==> src/rtl/seq_det_pkg.sv <==
// Shared definitions for the sequence-detector event window counter.
package seq_det_pkg;

   // Two-state control FSM: waiting for start, or sampling a window.
   typedef enum logic {
      IDLE  = 1'b0,
      COUNT = 1'b1
   } state_e;

   localparam int unsigned DEF_WINDOW = 32;
   localparam int unsigned DEF_CW     = 4;

   // Width of the window sample counter; never narrower than one bit.
   function automatic int unsigned win_cnt_width(input int unsigned window);
      return (window > 1) ? $clog2(window) : 1;
   endfunction

endpackage

==> src/rtl/sat_counter.sv <==
// Saturating up-counter with synchronous clear; updates on the falling edge.
module sat_counter #(
   parameter int unsigned W = 4
) (
   input  logic         clk,
   input  logic         resetn,
   input  logic         clr,
   input  logic         inc,
   output logic [W-1:0] q
);

   logic [W-1:0] q_q, q_d;

   // Next value: clear wins over increment; increment stops at all-ones.
   always_comb begin
      // NOTE: default first so every path assigns q_d and no latch is inferred.
      q_d = q_q;
      if (clr) begin
         q_d = '0;
      end else if (inc && (q_q != {W{1'b1}})) begin
         q_d = q_q + W'(1);
      end
   end

   // Count register, falling-edge clocked like the detector it follows.
   always_ff @(negedge clk or negedge resetn) begin
      // NOTE: non-blocking assignments keep every register sampling pre-edge values.
      if (!resetn) begin
         q_q <= '0;
      end else begin
         q_q <= q_d;
      end
   end

   assign q = q_q;

endmodule

==> src/rtl/seq_event_window_counter.sv <==
// Counts detector Y/Z pulses over a fixed window and hands the result to a
// reader through a valid/ack handshake, flagging unread results that get
// overwritten.
module seq_event_window_counter
   import seq_det_pkg::*;
#(
   parameter int unsigned WINDOW = DEF_WINDOW,
   parameter int unsigned CW     = DEF_CW
) (
   input  logic          clk,
   input  logic          resetn,
   input  logic          y_in,
   input  logic          z_in,
   input  logic          start,
   input  logic          cont,
   input  logic          ack,
   output logic [CW-1:0] y_count,
   output logic [CW-1:0] z_count,
   output logic          valid,
   output logic          overrun,
   output logic          busy
);

   localparam int unsigned      WCW     = win_cnt_width(WINDOW);
   localparam logic [WCW-1:0]   LAST    = WCW'(WINDOW - 1);
   localparam logic [CW-1:0]    SAT_MAX = {CW{1'b1}};

   state_e          state_q, state_d;
   logic [WCW-1:0]  win_q, win_d;
   logic [CW-1:0]   y_cnt_q, y_cnt_d;
   logic [CW-1:0]   z_cnt_q, z_cnt_d;
   logic            valid_q, valid_d;
   logic            overrun_q, overrun_d;

   logic [CW-1:0]   y_acc, z_acc;
   logic [CW-1:0]   y_acc_next, z_acc_next;
   logic            counting, start_acc, win_end, acc_clr;

   assign counting  = (state_q == COUNT);
   assign start_acc = (state_q == IDLE) && start;
   assign win_end   = counting && (win_q == LAST);
   // Accumulators restart on an accepted start and at every window end.
   assign acc_clr   = start_acc || win_end;

   // The result includes the final edge's sample, so look one step ahead.
   assign y_acc_next = y_acc + CW'(y_in && (y_acc != SAT_MAX));
   assign z_acc_next = z_acc + CW'(z_in && (z_acc != SAT_MAX));

   sat_counter #(.W(CW)) u_y_acc (
      .clk    (clk),
      .resetn (resetn),
      .clr    (acc_clr),
      .inc    (counting && y_in),
      .q      (y_acc)
   );

   sat_counter #(.W(CW)) u_z_acc (
      .clk    (clk),
      .resetn (resetn),
      .clr    (acc_clr),
      .inc    (counting && z_in),
      .q      (z_acc)
   );

   // FSM, window counter and result/handshake next-state logic.
   always_comb begin
      state_d   = state_q;
      win_d     = win_q;
      y_cnt_d   = y_cnt_q;
      z_cnt_d   = z_cnt_q;
      valid_d   = valid_q;
      overrun_d = overrun_q;

      case (state_q)
         IDLE: begin
            if (start) begin
               state_d   = COUNT;
               win_d     = '0;
               overrun_d = 1'b0;
            end
         end
         COUNT: begin
            if (win_q == LAST) begin
               win_d = '0;
               if (!cont) begin
                  state_d = IDLE;
               end
            end else begin
               win_d = win_q + WCW'(1);
            end
         end
      endcase

      // A window end always publishes; an ack on that edge retires the old data.
      if (win_end) begin
         y_cnt_d = y_acc_next;
         z_cnt_d = z_acc_next;
         valid_d = 1'b1;
         if (valid_q && !ack) begin
            overrun_d = 1'b1;
         end
      end else if (valid_q && ack) begin
         valid_d = 1'b0;
      end
   end

   // Control and result registers.
   always_ff @(negedge clk or negedge resetn) begin
      if (!resetn) begin
         state_q   <= IDLE;
         win_q     <= '0;
         y_cnt_q   <= '0;
         z_cnt_q   <= '0;
         valid_q   <= 1'b0;
         overrun_q <= 1'b0;
      end else begin
         state_q   <= state_d;
         win_q     <= win_d;
         y_cnt_q   <= y_cnt_d;
         z_cnt_q   <= z_cnt_d;
         valid_q   <= valid_d;
         overrun_q <= overrun_d;
      end
   end

   assign y_count = y_cnt_q;
   assign z_count = z_cnt_q;
   assign valid   = valid_q;
   assign overrun = overrun_q;
   assign busy    = counting;

endmodule

==> config.mk <==
export PLATFORM = sky130hd
export DESIGN_NAME = seq_event_window_counter
export DESIGN_NICKNAME = d
export VERILOG_FILES = /design/src/rtl/seq_det_pkg.sv /design/src/rtl/sat_counter.sv /design/src/rtl/seq_event_window_counter.sv
export SDC_FILE = /design/constraint.sdc
export NUM_CORES = 1
export LEC_CHECK = 0
export ABC_AREA = 1
export BUFFER_PORTS_ARGS = -buffer_cell sky130_fd_sc_hd__buf_2
export CAP_MARGIN = 10
export CORE_ASPECT_RATIO = 1.4
export CORE_UTILIZATION = 55
export DETAILED_ROUTE_END_ITERATION = 16
export GPL_TIMING_DRIVEN = 1
export PLACE_DENSITY_LB_ADDON = 0.08
export RECOVER_POWER = 50
export SYNTH_ARGS = -nofsm -noshare
export SYNTH_HDL_FRONTEND = slang
export SYNTH_SLANG_ARGS = --single-unit
==> constraint.sdc <==
create_clock -name clk -period 2.2 [get_ports clk]
set_input_delay 0.33 -clock clk [delete_from_list [all_inputs] [get_ports clk]]
set_output_delay 0.33 -clock clk [all_outputs]
set_load 0.01 [all_outputs]
# --- After elaboration in Yosys (flattened, before gate mapping) ---
# Index checks and enable logic that the tools add are counted.
classes:
  muxes: 17
  n_reduce_logical: 15
  n_addsub: 5
  eq_ne: 4
  bitwise_logic: 1
op_table:
  columns: ["operator", "count"]
  rows:
  - ["4-bit 2-to-1 mux", 4]
  - ["1-bit logical AND", 10]
  - ["5-bit 2-to-1 mux", 2]
  - ["5-bit case mux with 2 select lines", 1]
  - ["1-bit 2-to-1 mux", 9]
  - ["4-bit by 1-bit adder with 4-bit output", 2]
  - ["4-bit by 1-bit adder with 4-bit output, second input constant", 2]
  - ["4-bit != test, second input constant", 2]
  - ["2-bit nonzero test", 3]
  - ["5-bit by 1-bit adder with 5-bit output, second input constant", 1]
  - ["5-bit equality test, second input constant", 1]
  - ["2-bit != test, second input constant", 1]
  - ["1-bit case mux with 2 select lines", 1]
  - ["1-bit zero test", 1]
  - ["1-bit logical OR", 1]
  - ["1-bit NOT", 1]
word_totals:
  elab_cells: 50
  output_inout_bits: 11
  reg_bits: 24

# --- Longest topological paths before layout ---
# Gate-level depths: netlist (run 1).
logic_depth:
  depth_word: 4
  depth_mapped: 11
  ltp_nobuf: 11

# --- Cells and area by module ---
# Synthesis (run 1) repeated with hierarchy kept, for this count alone.
hier_totals:
  cells_unflattened: 157
  hier_area_um2: 1273.7
modules_own_cells:
  columns: ["mod", "cells_per_inst", "n_inst", "area_per_inst_um2"]
  rows:
  - ["seq_event_window_counter", 99, 1, 828.3]
  - ["sat_counter", 29, 2, 222.7]

==> results of run 1 <==
final cells by class:
type / count / area, sq um
flip-flops and latches: 24 / 601
fillers: 184 / 726
repair buffers: 25 / 145
inverters: 18 / 72.6
well taps: 22 / 27.5
multi-input cells: 105 / 608
clock buffers: 3 / 22.5
stage by stage:
stage	instance area, sq um	setup WS (ns)
floorplan	1320	-0.00203
global placement	1400	-0.154
detailed placement	1400	-0.201
CTS	1440	-0.102
global route	1480	-0.124
finish	1480	-0.0920
worst max path at each step:
stage	from	to
finish	z_count[2]	z_count[2]
global route	y_count[1]	y_count[1]
CTS	z_count[2]	z_count[2]
detailed placement	z_in	z_count[2]
global placement	z_in	z_count[2]
floorplan	z_in	z_count[2]
sequential cells by signal, summed over array words and instances (netlist names):
register,count
win_q,5
z_count,4
busy,1
y_count,4
u_y_acc.q,4
valid,1
overrun,1
u_z_acc.q,4
placed cells by master, fill, tap and decap left out:
cell / instances
clkbuf_4: 3
a22o_2: 1
inv_4: 2
dfrtn_1: 24
o21ai_2: 2
clkbuf_2: 1
a31oi_1: 1
nand4_1: 4
o21ai_0: 7
buf_2: 16
nand2_1: 48
xor2_1: 3
xnor2_1: 3
nor2_1: 4
nand2_2: 1
nand3_1: 15
buf_4: 8
inv_2: 2
inv_1: 14
nand2_4: 5
o21ai_1: 1
ha_2: 2
o22ai_1: 1
ha_1: 7
cells in the mapped netlist, drive strengths merged:
cell   instances  area share (%)
xnor2          3             2.0
dfrtn         24              46
ha             9             8.6
xor2           3             2.0
nand3         15             5.7
inv           18             5.5
buf            4             2.6
a22o           1            0.76
nand2         54              19
a31oi          1            0.48
nand4          4             1.9
nor2           4             1.1
o22ai          1            0.48
o21ai         10             4.4
per-layer routing:
layer  up-vias  track usage (%)
li1        535                -
met1       497             26.7
met2        15             35.6
met3         4             2.11
met4         0             6.93
met5         -                0
cell families (layout without fill, tap and decap cells):
group | after synthesis | in the layout | share of synthesized area, %
AOI/OAI and AO/OA | 13 | 13 | 6.11
xor gates and xnor gates | 6 | 6 | 4.01
adders and majority gates | 9 | 9 | 8.60
buffers and inverters | 22 | 46 | 8.12
DFF | 24 | 24 | 45.8
and+or+nand+nor | 77 | 77 | 27.3
tightest hold or removal path, cell delays in order, from the launching register on:
cell and delay (ns):
dfrtn_1 0.42, nand2_1 0.06, nand2_1 0.06
power by group through the flow:
| stage | combinational, mW | clock, mW | sequential, mW |
|---|---|---|---|
| 2_1_floorplan | 0.582 | 0 | 0.849 |
| 3_3_place_gp | 0.743 | 0 | 0.858 |
| 3_5_place_dp | 0.776 | 0 | 0.869 |
| 4_1_cts | 0.808 | 0.191 | 0.861 |
| 5_1_grt | 0.996 | 0.208 | 0.889 |
| 6_report | 0.866 | 0.188 | 0.864 |
what timing repair did:
item / CTS / global route
pin swaps: 0 / 0
endpoints found under the setup margin: 11 / 11
hold buffers: 0 / 0
resized for setup: 0 / 0
setup buffers: 2 / 5
==> impl_metrics.yaml, run 1 <==
min_path:
  hold_depth: 2
  min_from: "z_count[0]"
  hold_path_class: "reg -> reg"
  min_to: "z_count[0]"
drt:
  routed.top_layer: "met4"
  wirelength_um: 2380
  ant_nets: 0
  first_iter_violations: 27
  wl_met1_um: 1110
  met2_wirelength_um: 1170
  routedWlPerCell_um: 12.1
  remaining_drc_errors: 0
  first_pass_iters: 4
  routed_via_density: 5.34
  dr_wl_met3_um: 55
  num_vias: 1051
cts:
  clockRootBuffer: "clkbuf_4"
  insertion_delay_ns: 0.30
  clock-sinks: 24
  cts_tree: "built"
  clk_path_buf_depth: 2
  htree_num_levels: 1
  path_clk_slew_ns: 0.09
  cts_buffers: 3
timing:
  worstMarginPinSlew_ns: 0.579
  final.setup.tns_ns: -0.838
  slew_viol_final: 0
  rsz0062_at_grt: "true"
  finalHoldViolCount: 0
  max_slew_margin_pct: 61.4
  timing.final.ws_setup_ns: -0.0920
  final.setup_skew_ns: 0.00738
  hold_slack_ns: 0.433
  setup_violations: 11
worst_setup_path:
  cp_num_buf_inv: 1
  cp_max_fo: 2
  required_ns: 1.87
  cpMaxStageDelayCell: "dfrtn_1"
  r2r-start: "u_z_acc.q[1]"
  cp_top_family: "flip-flops"
  max_stage_delay_ns: 0.42
  critPathKind: "reg -> out"
  start_kind: "flip-flop"
  cp.depth: 1
  rrSetupSlack_ns: 0.40
  end_kind: "output port"
  cp_cell_sequence: "buf_2"
  reg2reg_depth: 8
  cp.arrival_ns: 1.96
  rr_endpoint: "z_count[2]"
die:
  core_region_area_sq_um: 2200
  die-area_sq_um: 2580
  ios: 18
  num_rows: 20
  die_width_um: 43.2
  die_height_um: 59.7
  start_util_pct: 59.5
power:
  leakage_nw: 0.822
  max-vdd-ir-drop_v: 0.000686
  pwr-share-clk_pct: 9.8
  p_per_area_nw_per_um2: 1300
  pwr-share-comb_pct: 45.1
  p_sw_share_pct: 40.2
  intPower_mw: 1.15
  power.total_mw: 1.92
  p_seq_share_pct: 45.1
  p_sw_mw: 0.771
yosys:
  syn_area_sq_um: 1310
  yosysUniqueCellTypes: 21
  syn-instance-count: 151
  avgSynthCellArea_sq_um: 8.68
  syn-num-nets: 167
  ys_ff_latch: 24
  yosys_warnings: 0
  yosysSeqAreaShare_pct: 45.8
placed_design:
  dp.cells: 187
  dp.final_hpwl_um: 1740
  gp_congestion: 0.876
  port-buffer-count: 17
global_routing:
  grt_pass1_wl_um: 4050
  overflow: 0
  grt_use_total_pct: 20.6
  grt_antenna_before_repair: 0
  grt_pass1_vias: 978
  grt_max_degree: 25
final_layout:
  area_delta_synth_final_pct: 12.7
  final_core_util_pct: 67.0
  stdcell_count: 197
  n_antenna_cell: 0
  drive_gt1_share_pct: 24.6
  layout.nets: 193
outcome:
  violations: "setup timing"
  status: "finished, violations left"
job:
  cap_viol_max_count: 0
No activity file was read; power rests on OpenSTA's default activity.
==> run 2, diff against run 1 <==
- CORE_UTILIZATION: 55 -> 30
==> run 2 against run 1 <==
  * Sequential power about the same
  * Highest routed layer unchanged
  * Largest power group is now registers
  * Clock skew down 0.0024 ns
  * Critical endpoint is now z_count[1]
  * Count of clock-buffer cells in the layout unchanged
  * The flow still finishes with violations (setup timing)
  * Critical path type unchanged
==> impl_metrics.yaml, run 2 (synthesis gave the netlist of run 1 again) <==
outcome:
  status: "finished, violations left"
  violations: "setup timing"
worst_setup_path:
  required_ns: 1.87
  cp.depth: 1
  max_stage_delay_ns: 0.42
  crit_path_end: "z_count[1]"
  end_kind: "output port"
  cpMaxStageDelayCell: "dfrtn_1"
  cp_top_family: "flip-flops"
  critPathKind: "reg -> out"
  cp_num_buf_inv: 1
  cp.arrival_ns: 1.94
  start_kind: "flip-flop"
  rrSetupSlack_ns: 0.41
  r2r-start: "win_q[0]"
  cp_max_fo: 2
  rr_endpoint: "y_count[3]"
  startpoint: "z_count[1]"
  reg2reg_depth: 8
  cp_cell_sequence: "buf_2"
timing:
  final.setup.tns_ns: -0.557
  rsz0062_at_grt: "true"
  max_slew_margin_pct: 57.6
  slew_viol_final: 0
  hold_slack_ns: 0.423
  timing.final.ws_setup_ns: -0.0718
  setup_violations: 11
  finalHoldViolCount: 0
  final.setup_skew_ns: 0.00497
  worstMarginPinSlew_ns: 0.636
die:
  die-area_sq_um: 4640
  die_height_um: 80.2
  start_util_pct: 31.2
  num_rows: 28
  ios: 18
  die_width_um: 57.9
  core_region_area_sq_um: 4200
drt:
  wl_met1_um: 1170
  remaining_drc_errors: 0
  first_iter_violations: 52
  dr_wl_met3_um: 47
  routed.top_layer: "met4"
  routed_via_density: 4.66
  met2_wirelength_um: 1390
  num_vias: 1015
  ant_nets: 0
  first_pass_iters: 4
  routedWlPerCell_um: 12.1
  wirelength_um: 2640
final_layout:
  layout.nets: 190
  area_delta_synth_final_pct: 17.3
  largest_reg_flops: 5
  mostFrequentLayoutCells: "nand2_1 (48), dfrtn_1 (24), buf_2 (17)"
  registers.top_by_ff_count: "win_q"
  final_area_sq_um: 1540
  final_common_cell: "nand2_1"
  drive_gt1_share_pct: 24.3
  n_antenna_cell: 0
placed_design:
  dp.final_hpwl_um: 1960
  gp_congestion: 0.787
  dpl-instance-area_sq_um: 1450
  port-buffer-count: 17
min_path:
  hold_path_class: "reg -> reg"
power:
  max-vdd-ir-drop_v: 0.000441
  leakage_nw: 0.833
  p_per_area_nw_per_um2: 1350
global_routing:
  grt_pass1_vias: 1042
  grt_antenna_before_repair: 0
  overflow: 0
  grt_max_degree: 25
  grt_use_total_pct: 13.2
  grt_pass1_wl_um: 4660
cts:
  cts_buffers: 3
  htree_num_levels: 1
  clk_path_buf_depth: 2
  path_clk_slew_ns: 0.06
  cts_hold_buf: 0
  clock-sinks: 24
  cts_tree: "built"
  insertion_delay_ns: 0.28
  clockRootBuffer: "clkbuf_8"
job:
  cap_viol_max_count: 0
run 2: final cells by class:
cell class / instances / area (sq um)
fillers: 446 / 2670
repair buffers: 22 / 120
well taps: 45 / 56.3
inverters: 18 / 72.6
clock inverters: 1 / 30.0
flip-flops and latches: 24 / 601
multi-input cells: 105 / 616
clock buffers: 3 / 41.3
run 2: worst min-delay path by stage:
stage / startpoint / end / slack [ns] / cells after the start
3_3_place_gp: y_count[3] / y_count[3] / 0.42 / 2
6_report: y_count[0] / y_count[0] / 0.42 / 2
5_1_grt: y_count[1] / y_count[1] / 0.46 / 2
4_1_cts: y_count[3] / y_count[3] / 0.42 / 2
2_1_floorplan: win_q[0] / win_q[0] / 0.44 / 1
3_5_place_dp: y_count[3] / y_count[3] / 0.42 / 2
run 2: what timing repair did:
item / 4_1_cts / 5_1_grt
setup buffers: 1 / 2
gates resized for setup: 0 / 1
setup endpoints to repair: 11 / 12
run 2: through the flow:
| stage | total power, mW | utilization, % | setup WS, ns | instances |
|---|---|---|---|---|
| after floorplan | 1.43 | - | -0.00203 | 151 |
| after global placement | 1.64 | 34.5 | -0.188 | 211 |
| after detailed placement | 1.66 | 34.5 | -0.202 | 211 |
| after CTS | 2.07 | 36.4 | -0.0888 | 216 |
| after global routing | 2.28 | 36.5 | -0.101 | 218 |
| final | 2.08 | 36.5 | -0.0718 | 218 |
run 2: where the power goes:
group	switching [mW]	internal, mW	total (mW)
Clock	0.150	0.243	0.394
Combinational	0.436	0.385	0.821
Sequential	0.198	0.663	0.862
run 2: layer usage:
| layer | vias to the layer above | track usage (%) |
|---|---|---|
| met5 | - | 0 |
| met4 | 0 | 5.71 |
| met3 | 4 | 1.93 |
| met2 | 10 | 24.4 |
| met1 | 475 | 14.6 |
| li1 | 526 | - |
==> run 3, diff against run 2 <==
- GPL_TIMING_DRIVEN: 1 -> 0
==> run 3 against run 2 <==
  * The run still ends with setup timing left
  * Power down 1.9%
  * Count of clock-buffer cells in the layout increased by 1
  * Clock power fell by 24%
  * Die area unchanged
  * Clock skew fell by 0.0026 ns
  * Cell area increased by 1.8%
  * Sequential share of layout area decreased by 0.69 points
  * Register-to-register slack better by 0.05 ns
  * Flip-flop and latch count stayed put
  * Worst hold slack got worse by 0.0037 ns
  * Via count up 2.7%
==> impl_metrics.yaml, run 3 (synthesis gave the netlist of run 1 again) <==
final_layout:
  largest_reg_flops: 5
  drive_gt1_share_pct: 26.3
  final_core_util_pct: 37.2
  registers.top_by_ff_count: "win_q"
  n_fill_cell: 459
  multi_input_area_sq_um: 608
  mostFrequentLayoutCells: "nand2_1 (48), dfrtn_1 (24), buf_2 (16)"
  seqCellArea_sq_um: 601
  n_antenna_cell: 0
  area_delta_synth_final_pct: 19.4
  final_common_cell: "nand2_1"
  layout.nets: 196
global_routing:
  grt_pass1_wl_um: 4740
  grt_use_total_pct: 13.5
  grt_antenna_before_repair: 0
  overflow: 0
  grt_max_degree: 25
  grt_pass1_vias: 1057
cts:
  path_clk_slew_ns: 0.06
  insertion_delay_ns: 0.27
  clk_path_buf_depth: 2
  clockRootBuffer: "clkbuf_8"
  cts_hold_buf: 0
  cts_tree: "built"
  clock-sinks: 24
  cts_buffers: 3
  htree_num_levels: 1
drt:
  wirelength_um: 2650
  routed_via_density: 4.65
  ant_nets: 0
  routedWlPerCell_um: 11.8
  remaining_drc_errors: 0
  first_pass_iters: 4
  num_vias: 1042
  first_iter_violations: 30
power:
  max-vdd-ir-drop_v: 0.000539
  leakage_nw: 0.852
  p_per_area_nw_per_um2: 1300
timing:
  finalHoldViolCount: 0
  worstMarginPinSlew_ns: 0.633
  max_slew_margin_pct: 57.8
  final.setup_skew_ns: 0.00233
  final.setup.tns_ns: -0.435
  timing.final.ws_setup_ns: -0.0552
  slew_viol_final: 0
  rsz0062_at_grt: "true"
  setup_violations: 11
worst_setup_path:
  cp_num_buf_inv: 1
  cpMaxStageDelayCell: "dfrtn_1"
  startpoint: "y_count[2]"
  crit_path_end: "y_count[2]"
  cp_max_fo: 2
  rrSetupSlack_ns: 0.46
  cp.arrival_ns: 1.93
  reg2reg_depth: 8
  cp_top_family: "flip-flops"
  required_ns: 1.87
  max_stage_delay_ns: 0.42
  cp.depth: 1
  rr_endpoint: "z_count[2]"
  critPathKind: "reg -> out"
  end_kind: "output port"
  start_kind: "flip-flop"
  r2r-start: "u_z_acc.q[1]"
  cp_cell_sequence: "buf_2"
job:
  cap_viol_max_count: 0
die:
  core_region_area_sq_um: 4200
  num_rows: 28
  die-area_sq_um: 4640
  ios: 18
  die_width_um: 57.9
  die_height_um: 80.2
  start_util_pct: 31.2
outcome:
  violations: "setup timing"
  status: "finished, violations left"
placed_design:
  gp_congestion: 0.757
  port-buffer-count: 17
  dp.final_hpwl_um: 1990
min_path:
  hold_path_class: "reg -> reg"
run 3: cell count changes in the layout (fill, tap and decap cells not counted):
cell / before / now
xnor2_2: 1 / 0
bufinv_16: 1 / 0
buf_6: 0 / 1
clkbuf_8: 3 / 4
buf_4: 4 / 10
buf_2: 17 / 16
xnor2_1: 2 / 3
run 3: final cells by class:
type	instances	area share [%]
buffer	4	2.16
clock buffer	4	3.52
inverter	18	4.64
multi-input combinational	105	38.9
sequential	24	38.4
tap	45	3.60
timing repair buffer	24	8.80
run 3: metrics by stage:
step | std cells | power, mW | cell area [sq um] | setup slack [ns] | hold WS (ns)
6_report | 224 | 2.04 | 1560 | -0.0552 | 0.419
5_1_grt | 224 | 2.26 | 1560 | -0.106 | 0.443
4_1_cts | 219 | 2.02 | 1530 | -0.0642 | 0.424
3_5_place_dp | 213 | 1.69 | 1460 | -0.203 | 0.421
3_3_place_gp | 213 | 1.67 | 1460 | -0.174 | 0.423
2_1_floorplan | 151 | 1.43 | 1320 | -0.00203 | 0.437
run 3: worst min-delay path, cell delays in order (launching register included):
cell	delay, ns
dfrtn_1	0.40
nand2_1	0.05
nand2_1	0.06
run 3: where the power goes:
| part | switching, mW | internal, mW |
|---|---|---|
| Combinational | 0.480 | 0.431 |
| Clock | 0.140 | 0.160 |
| Sequential | 0.163 | 0.663 |
run 3: timing repair:
item                                    4_1_cts  5_1_grt
resized for setup                             0        0
endpoints found under the setup margin       11       11
buffers inserted                              2        5
endpoints found under the hold margin         0        0
run 3: how the worst min path moves through the flow:
stage               startpoint  cells after the start  slack [ns]          to
detailed placement  y_count[0]                      2        0.42  y_count[0]
CTS                 y_count[0]                      2        0.42  y_count[0]
finish              y_count[0]                      2        0.42  y_count[0]
global route        y_count[0]                      2        0.44  y_count[0]
global placement    y_count[3]                      2        0.42  y_count[3]
floorplan             win_q[0]                      1        0.44    win_q[0]
run 3: layer usage:
| layer | vias up | track usage, % | share of wire [%] | routed length [um] |
|---|---|---|---|---|
| met5 | - | 0 | 0 | 0 |
| met4 | 0 | 7.14 | 2.0 | 54 |
| met3 | 4 | 1.45 | 1.9 | 50 |
| met1 | 486 | 15.3 | 42 | 1100 |
| li1 | 542 | - | - | - |
| met2 | 10 | 24.4 | 55 | 1450 |
